==> config.mk <==
export PLATFORM = sky130hd
export DESIGN_NAME = bus_arbiter
export DESIGN_NICKNAME = d
export VERILOG_FILES = /design/src/rtl/bus_arbiter.sv
export SDC_FILE = /design/constraint.sdc
export NUM_CORES = 1
export LEC_CHECK = 0
export CAP_MARGIN = 10
export CORE_MARGIN = 3
export CORE_UTILIZATION = 35
export CTS_CLUSTER_DIAMETER = 150
export DETAILED_ROUTE_END_ITERATION = 12
export PLACE_DENSITY = 0.71
export SLEW_MARGIN = 20
export SYNTH_ARGS = -nofsm -noshare
export SYNTH_HDL_FRONTEND = slang
export SYNTH_SLANG_ARGS = --single-unit
export TNS_END_PERCENT = 30
==> constraint.sdc <==
create_clock -name clk_clk -period 2.1 [get_ports clk_clk]
set_clock_uncertainty 0.05 [all_clocks]
set_input_delay 0.63 -clock clk_clk [delete_from_list [all_inputs] [get_ports clk_clk]]
set_output_delay 0.63 -clock clk_clk [all_outputs]
set_load 0.01 [all_outputs]
==> src/rtl/bus_arbiter.sv <==
// bus_arbiter: two-master round-robin arbiter in front of a single peripheral bus.
//
// Ports:
//   clk_clk, reset_reset          clock and synchronous active-high reset
//   mN_address/bus_enable/byte_enable/rw/write_data   request from master N (N = 0,1)
//   mN_acknowledge, mN_read_data  registered one-cycle completion and read data to master N
//   s_address/bus_enable/byte_enable/rw/write_data    registered bus to the peripheral
//   s_acknowledge, s_read_data    peripheral completion and read data
//   timeout_error                 sticky flag, set when a transaction times out
//
// Optional feature: define BUS_ARBITER_TIMEOUT_EN to enable the slave-wait timeout.
// A timed-out transaction completes with all-ones read data. Without the macro, BUSY
// waits indefinitely for s_acknowledge and timeout_error is tied to 0.

module bus_arbiter #(
  parameter int unsigned ADDR_W         = 19,
  parameter int unsigned DATA_W         = 16,
  parameter int unsigned TIMEOUT_CYCLES = 255
) (
  input  logic                  clk_clk,
  input  logic                  reset_reset,
  input  logic [ADDR_W-1:0]     m0_address,
  input  logic                  m0_bus_enable,
  input  logic [DATA_W/8-1:0]   m0_byte_enable,
  input  logic                  m0_rw,
  input  logic [DATA_W-1:0]     m0_write_data,
  output logic                  m0_acknowledge,
  output logic [DATA_W-1:0]     m0_read_data,
  input  logic [ADDR_W-1:0]     m1_address,
  input  logic                  m1_bus_enable,
  input  logic [DATA_W/8-1:0]   m1_byte_enable,
  input  logic                  m1_rw,
  input  logic [DATA_W-1:0]     m1_write_data,
  output logic                  m1_acknowledge,
  output logic [DATA_W-1:0]     m1_read_data,
  output logic [ADDR_W-1:0]     s_address,
  output logic                  s_bus_enable,
  output logic [DATA_W/8-1:0]   s_byte_enable,
  output logic                  s_rw,
  output logic [DATA_W-1:0]     s_write_data,
  input  logic                  s_acknowledge,
  input  logic [DATA_W-1:0]     s_read_data,
  output logic                  timeout_error
);

  typedef enum logic [1:0] {IDLE, BUSY, RELEASE} state_t;

  if (TIMEOUT_CYCLES < 1 || TIMEOUT_CYCLES > 65535) begin : g_bad_timeout
    $error("bus_arbiter: TIMEOUT_CYCLES must be in 1..65535");
  end

  state_t              state, state_d;
  logic                last_grant;   // master granted most recently
  logic                grant;        // master owning the current transaction
  logic                winner_c;
  logic                take_c;       // latch a new request this cycle
  logic                done_c;       // complete the current transaction this cycle
  logic [DATA_W-1:0]   rdata_c;

`ifdef BUS_ARBITER_TIMEOUT_EN
  localparam int unsigned CNT_W = 16;
  logic [CNT_W-1:0]    cnt;
  logic                tmo_fire_c;
`endif

  // State register
  always_ff @(posedge clk_clk) begin
    if (reset_reset) state <= IDLE;
    else             state <= state_d;
  end

  // Next state, arbitration and transaction strobes
  always_comb begin
    state_d  = state;
    take_c   = 1'b0;
    done_c   = 1'b0;
    rdata_c  = s_read_data;
`ifdef BUS_ARBITER_TIMEOUT_EN
    tmo_fire_c = 1'b0;
`endif
    // A tie goes to the master not granted last; a lone requester always wins.
    if (m0_bus_enable && m1_bus_enable) winner_c = ~last_grant;
    else                                winner_c = m1_bus_enable;

    case (state)
      IDLE: begin
        if (m0_bus_enable || m1_bus_enable) begin
          take_c  = 1'b1;
          state_d = BUSY;
        end
      end
      BUSY: begin
        if (s_acknowledge) begin
          done_c  = 1'b1;
          state_d = RELEASE;
        end
`ifdef BUS_ARBITER_TIMEOUT_EN
        // The peripheral acknowledge takes priority over an expiring counter.
        else if (cnt == CNT_W'(TIMEOUT_CYCLES - 1)) begin
          done_c     = 1'b1;
          tmo_fire_c = 1'b1;
          state_d    = RELEASE;
        end
`endif
      end
      RELEASE: state_d = IDLE;
      default: state_d = IDLE;
    endcase

`ifdef BUS_ARBITER_TIMEOUT_EN
    if (tmo_fire_c) rdata_c = '1;
`endif
  end

  // Peripheral bus, grant tracking and master responses
  always_ff @(posedge clk_clk) begin
    if (reset_reset) begin
      last_grant     <= 1'b1;
      grant          <= 1'b0;
      s_address      <= '0;
      s_bus_enable   <= 1'b0;
      s_byte_enable  <= '0;
      s_rw           <= 1'b0;
      s_write_data   <= '0;
      m0_acknowledge <= 1'b0;
      m1_acknowledge <= 1'b0;
      m0_read_data   <= '0;
      m1_read_data   <= '0;
    end else begin
      m0_acknowledge <= 1'b0;
      m1_acknowledge <= 1'b0;
      if (take_c) begin
        grant        <= winner_c;
        last_grant   <= winner_c;
        s_bus_enable <= 1'b1;
        if (winner_c) begin
          s_address     <= m1_address;
          s_byte_enable <= m1_byte_enable;
          s_rw          <= m1_rw;
          s_write_data  <= m1_write_data;
        end else begin
          s_address     <= m0_address;
          s_byte_enable <= m0_byte_enable;
          s_rw          <= m0_rw;
          s_write_data  <= m0_write_data;
        end
      end
      if (done_c) begin
        s_bus_enable <= 1'b0;
        // Read data only updates for reads; writes leave it untouched.
        if (grant) begin
          m1_acknowledge <= 1'b1;
          if (s_rw) m1_read_data <= rdata_c;
        end else begin
          m0_acknowledge <= 1'b1;
          if (s_rw) m0_read_data <= rdata_c;
        end
      end
    end
  end

`ifdef BUS_ARBITER_TIMEOUT_EN
  // Slave-wait counter and sticky timeout flag
  always_ff @(posedge clk_clk) begin
    if (reset_reset) begin
      cnt           <= '0;
      timeout_error <= 1'b0;
    end else begin
      if (take_c)             cnt <= '0;
      else if (state == BUSY) cnt <= cnt + 1'b1;
      if (tmo_fire_c) timeout_error <= 1'b1;
    end
  end
`else
  assign timeout_error = 1'b0;
`endif

endmodule
; ---- Word level (Yosys, flattened, before mapping)
; Index checks and enable logic that the tools add are counted.
[totals]
input_bits = 97
output_inout_bits = 74
regBits = 77
word_cells = 40
[classes]
n_mux = 14
n_bitwise = 3
eq_ne = 3
n_reduce_logical = 8
[op_table]
columns = cell, n
row1 = $mux W19, 1
row2 = $mux W16, 1
row3 = $mux W1, 8
row4 = $mux W2, 3
row5 = $reduce_and A3 Y1, 2
row6 = $ne A2 B2 Y1 const B, 2
row7 = $pmux W2 S2, 1
row8 = $reduce_or A2 Y1, 2
row9 = $not A1 Y1, 3
row10 = $eq A2 B1 Y1 const B, 1
row11 = $logic_not A2 Y1, 1
row12 = $reduce_and A2 Y1, 1
row13 = $logic_and A1 B1 Y1, 1
row14 = $logic_or A1 B1 Y1, 1

; ---- Depth between registers and ports, before layout
[logic_depth]
ltp_word = 4
ltp_mapped = 6
depth_no_buf = 3

; ---- Worst setup path after synthesis
; OpenSTA, ideal clock, no wires.
[synth_path]
kind = input-to-reg
start = input m1_bus_enable
end = register s_address[10]
stages = 6
required_ns = 1.961
n_path_buf = 3
setup_slack_ns = 0.403
setup_time_ns = 0.089
arrival_time_ns = 1.558
cell_sequence = or2_1 -> clkbuf_2 -> and2_4 -> buf_6 -> buf_6 -> a311oi_2
[synth_via]
elab_chain_cells = 3
word_cells_on_any_way = 6
cone_classes = 4 x mux / 2 x reduce/logical
[synth_rtl]
columns = element, line
row1 = "start, declared", 30  ; input logic m1_bus_enable,
row2 = $logic_and A1 B1 Y1 or $logic_or A1 B1 Y1 (tied branches), "82, 87"
row3 = $mux W1 (on tied branches), "82, 87"
row4 = $mux W19 or $mux W1 (tied branches), "136, 85"
row5 = "end signal, assigned", 137  ; s_address <= m1_address;
row6 = "end signal, assigned", 142  ; s_address <= m0_address;
row7 = "end, declared", 36  ; output logic [ADDR_W-1:0] s_address,
; Parallel ways exist; a longest one is shown, timed or not.
; A chain may end at the register's enable or synchronous reset.

; ---- Worst setup path in the final report
[layout_path]
start = register s_rw
end = output s_rw
[layout_rtl]
columns = element, line
row1 = "start, declared", 39  ; output logic s_rw,
row2 = "start signal, assigned", 139  ; s_rw <= m1_rw;
row3 = "start signal, assigned", 144  ; s_rw <= m0_rw;
; No word-level cell between the ends.

==> run_results.csv <==
group,metric,value,unit
sta,setup_tns,0,ps
sta,rsz0062_at_grt,"false",
yosys,yosys-top-cells-count,"dfxtp_1 (77), nand2_1 (77), nand2b_1 (48), a21oi_1 (42), mux2i_1 (32)",
yosys,synth_edf_count,0,
outcome,status,"complete, no violations",
detailed_routing,drt.antenna.violating_nets,0,
detailed_routing,routedWlPerCell,15.3,µm
yosys,yosys.area.top_type,"dfxtp_1",
yosys,ys_async_sr_fraction,0,%
setup_path,slowest_delay,570,ps
global_routing,grt_pass1_vias,3399,
yosys,synth_cell_types,28,
sta,max_clock_freq,509,MHz
sta,period_needed,1970,ps
cells_and_area,antenna-diode-count,0,
yosys,synth_top_flop_cell,"dfxtp_1",
yosys,ys.warnings.count,0,
global_routing,globalRouteOverflowTotal,0,
setup_path,slowest_stage,"clkdlybuf4s50_1",
clocking,clk_path_buf_depth,2,
detailed_routing,vias,3331,
floorplan,start_util,36.6,%
power,power_density,656,nW/µm²
setup_path,setup.worst_path.start_class,"register",
worst_hold_path,hp-start,"m1_read_data[7]",
sta,period_share,93.6,%
place,portBuffers,169,
floorplan,die_h,105,µm
power,pwr-share-seq,45.0,%
global_routing,antenna_found_initial,0,
sta,setup_ws,135,ps
place,pre_cts_slack,-128,ps
global_routing,grt_max_degree,39,
cells_and_area,syn2layout_area_growth,60.5,%
cells_and_area,multiInputGateArea,1730,µm²
sta,drv_slew,0,
sta,setup_violations,0,
floorplan,std_cell_rows,35,
setup_path,rr_startpoint,"state[1]",
cells_and_area,drive_gt1_share,10.4,%
yosys,ys_top_cells_by_area,"dfxtp_1 (45%), mux2i_1 (9.3%), a311oi_2 (8.7%)",
yosys,synth_top_area_share,44.9,%
clocking,clk_latency,330,ps
place,dp_cells,650,
global_routing,grt_pass1_wl,16700,µm
clocking,cts_sinks,77,
setup_path,crit_chain,"clkdlybuf4s50_1",
sta,tightest_slew,542,ps
clocking,cts.clk_slew.worst_paths,80,ps
sta,hold_violations,0,
sta,slew_headroom,63.9,%
place,finalWeightedCongestion,0.748,
setup_path,ff2ff_path_depth,3,
global_routing,grt_use_total,18.7,%
power,internal_power,2.64,mW
worst_hold_path,holdPathEnd,"m1_read_data[7]",
clocking,cts_buffers,9,
clocking,h-tree-depth,3,
detailed_routing,drtIter0Drc,120,
clocking,cts_root_buf,"clkbuf_8",
yosys,ys_seq_area_share,44.9,%
power,p_clk_share,30.7,%
setup_path,crit_arrival,1290,ps
setup_path,crit_buf_inv,1,
detailed_routing,avgViaCountPerCell,5.00,
cells_and_area,register_area,1540,µm²
yosys,avgSynthCellArea,9.28,µm²
clocking,cts_tree,"yes",
place,hpwl,7540,µm
clocking,cts_setup_buffers,0,
setup_path,reg2reg_to,"s_write_data[0]",
detailed_routing,drt_wl_total,10200,µm
cells_and_area,utilization,58.8,%
yosys,syn-num-nets,467,
detailed_routing,first_pass_iters,5,
power,p_switching,0.978,mW
floorplan,dieArea,11000,µm²
worst_hold_path,holdPathStages,2,
floorplan,coreArea,9370,µm²
setup_path,crit_type,"register to output pin",
cells_and_area,fin_cells,666,
setup_path,critPathTopFamily,"buffers and inverters",
flow_run,drv_cap,0,
clocking,ctsHoldBuffers,0,
setup_path,r2r_slack,680,ps
setup_path,endpoint_kind,"output pin",
cells_and_area,nFillCells,835,
floorplan,die_x,105,µm
power,power_switching_share,27.1,%
detailed_routing,drcViolationCount,0,
power,p_leak,2.09,nW
setup_path,crit_fanout,6,
power,p_comb_share,24.3,%
yosys,syn_area,3430,µm²
power,ir_drop,0.339,mV
worst_hold_path,hold_class,"register to register",
yosys,synth-seq-cells,77,
floorplan,io_pins,171,
yosys,netlist_instances,370,
cells_and_area,final_net_count,629,
setup_path,required,1420,ps
==> flip-flops by register name (all words and copies together), names as in the netlist <==
register,flops
s_address,19
m0_read_data,16
m1_read_data,16
s_write_data,16
s_byte_enable,2
state,2
grant,1
last_grant,1
m0_acknowledge,1
m1_acknowledge,1
s_bus_enable,1
s_rw,1
==> routing by layer <==
metal	vias to the layer above	GRT usage, %	share of wire [%]	routed length (µm)
met5	-	0	0	0
met4	0	5.81	1.5	155
met3	12	7.29	9.0	915
met2	147	29.9	46	4700
met1	1560	23.1	43	4440
li1	1612	-	-	-
==> kinds of logic after synthesis <==
family | Yosys count | share of synthesized area [%]
other cells | 1 | 0.109
buf+inv | 35 | 5.03
mux | 32 | 9.33
flops | 77 | 44.9
compound gates | 84 | 20.5
simple gates | 141 | 20.1
==> stage by stage <==
| step | hold WS (ps) | instance area, µm² | power [mW] |
|---|---|---|---|
| after floorplan | 429 | 3430 | 2.06 |
| after global placement | 410 | 5310 | 2.53 |
| after detailed placement | 412 | 5310 | 2.54 |
| after CTS | 429 | 5510 | 3.65 |
| after global routing | 451 | 5510 | 3.80 |
| final | 427 | 5510 | 3.62 |
==> worst max-delay path by stage <==
stage	startpoint	end	slack [ps]	cells past startpoint
2_1_floorplan	m1_bus_enable	s_address[10]	400	6
3_3_place_gp	m1_bus_enable	s_address[17]	-50	4
3_5_place_dp	m1_bus_enable	s_write_data[0]	-130	6
4_1_cts	s_rw	s_rw	40	1
5_1_grt	s_rw	s_rw	80	1
6_report	s_rw	s_rw	130	1
==> area by class of cell <==
cell class / instances / area share [%]
Clock buffer: 12 / 2.64
Clock inverter: 4 / 0.863
Multi-Input combinational cell: 258 / 31.5
Sequential cell: 77 / 28.0
Tap cell: 129 / 2.93
Timing Repair Buffer: 186 / 34.1
==> power groups by stage <==
stage	Sequential, mW	Combinational (mW)	Clock, mW
5_1_grt	1.64	0.949	1.21
3_5_place_dp	1.66	0.882	0
6_report	1.63	0.877	1.11
2_1_floorplan	1.69	0.369	0
4_1_cts	1.63	0.885	1.14
3_3_place_gp	1.65	0.871	0
==> timing repair <==
action / CTS / global route
gates resized for setup: 0 / 1
hold endpoints to repair: 0 / 0
setup endpoints to repair: 0 / 1
==> placed cells by master (no fill, tap or decap), types with 2 or more instances in the layout <==
cell type | netlist | routed
clkdlybuf4s50_1 | 0 | 168
nand2_1 | 77 | 77
dfxtp_1 | 77 | 76
nand2b_1 | 48 | 48
a21oi_1 | 42 | 42
mux2i_1 | 32 | 32
a311oi_2 | 20 | 20
a311oi_1 | 18 | 18
buf_4 | 2 | 12
clkbuf_8 | 0 | 10
buf_12 | 0 | 5
and3_1 | 2 | 2
nand3b_1 | 2 | 2
nor3b_1 | 2 | 2
a21bo_1 | 2 | 2
nor2_1 | 2 | 2
nor3_1 | 2 | 2
clkbuf_1 | 15 | 2
clkinv_2 | 0 | 2
No activity file was read; power rests on OpenSTA's default activity.
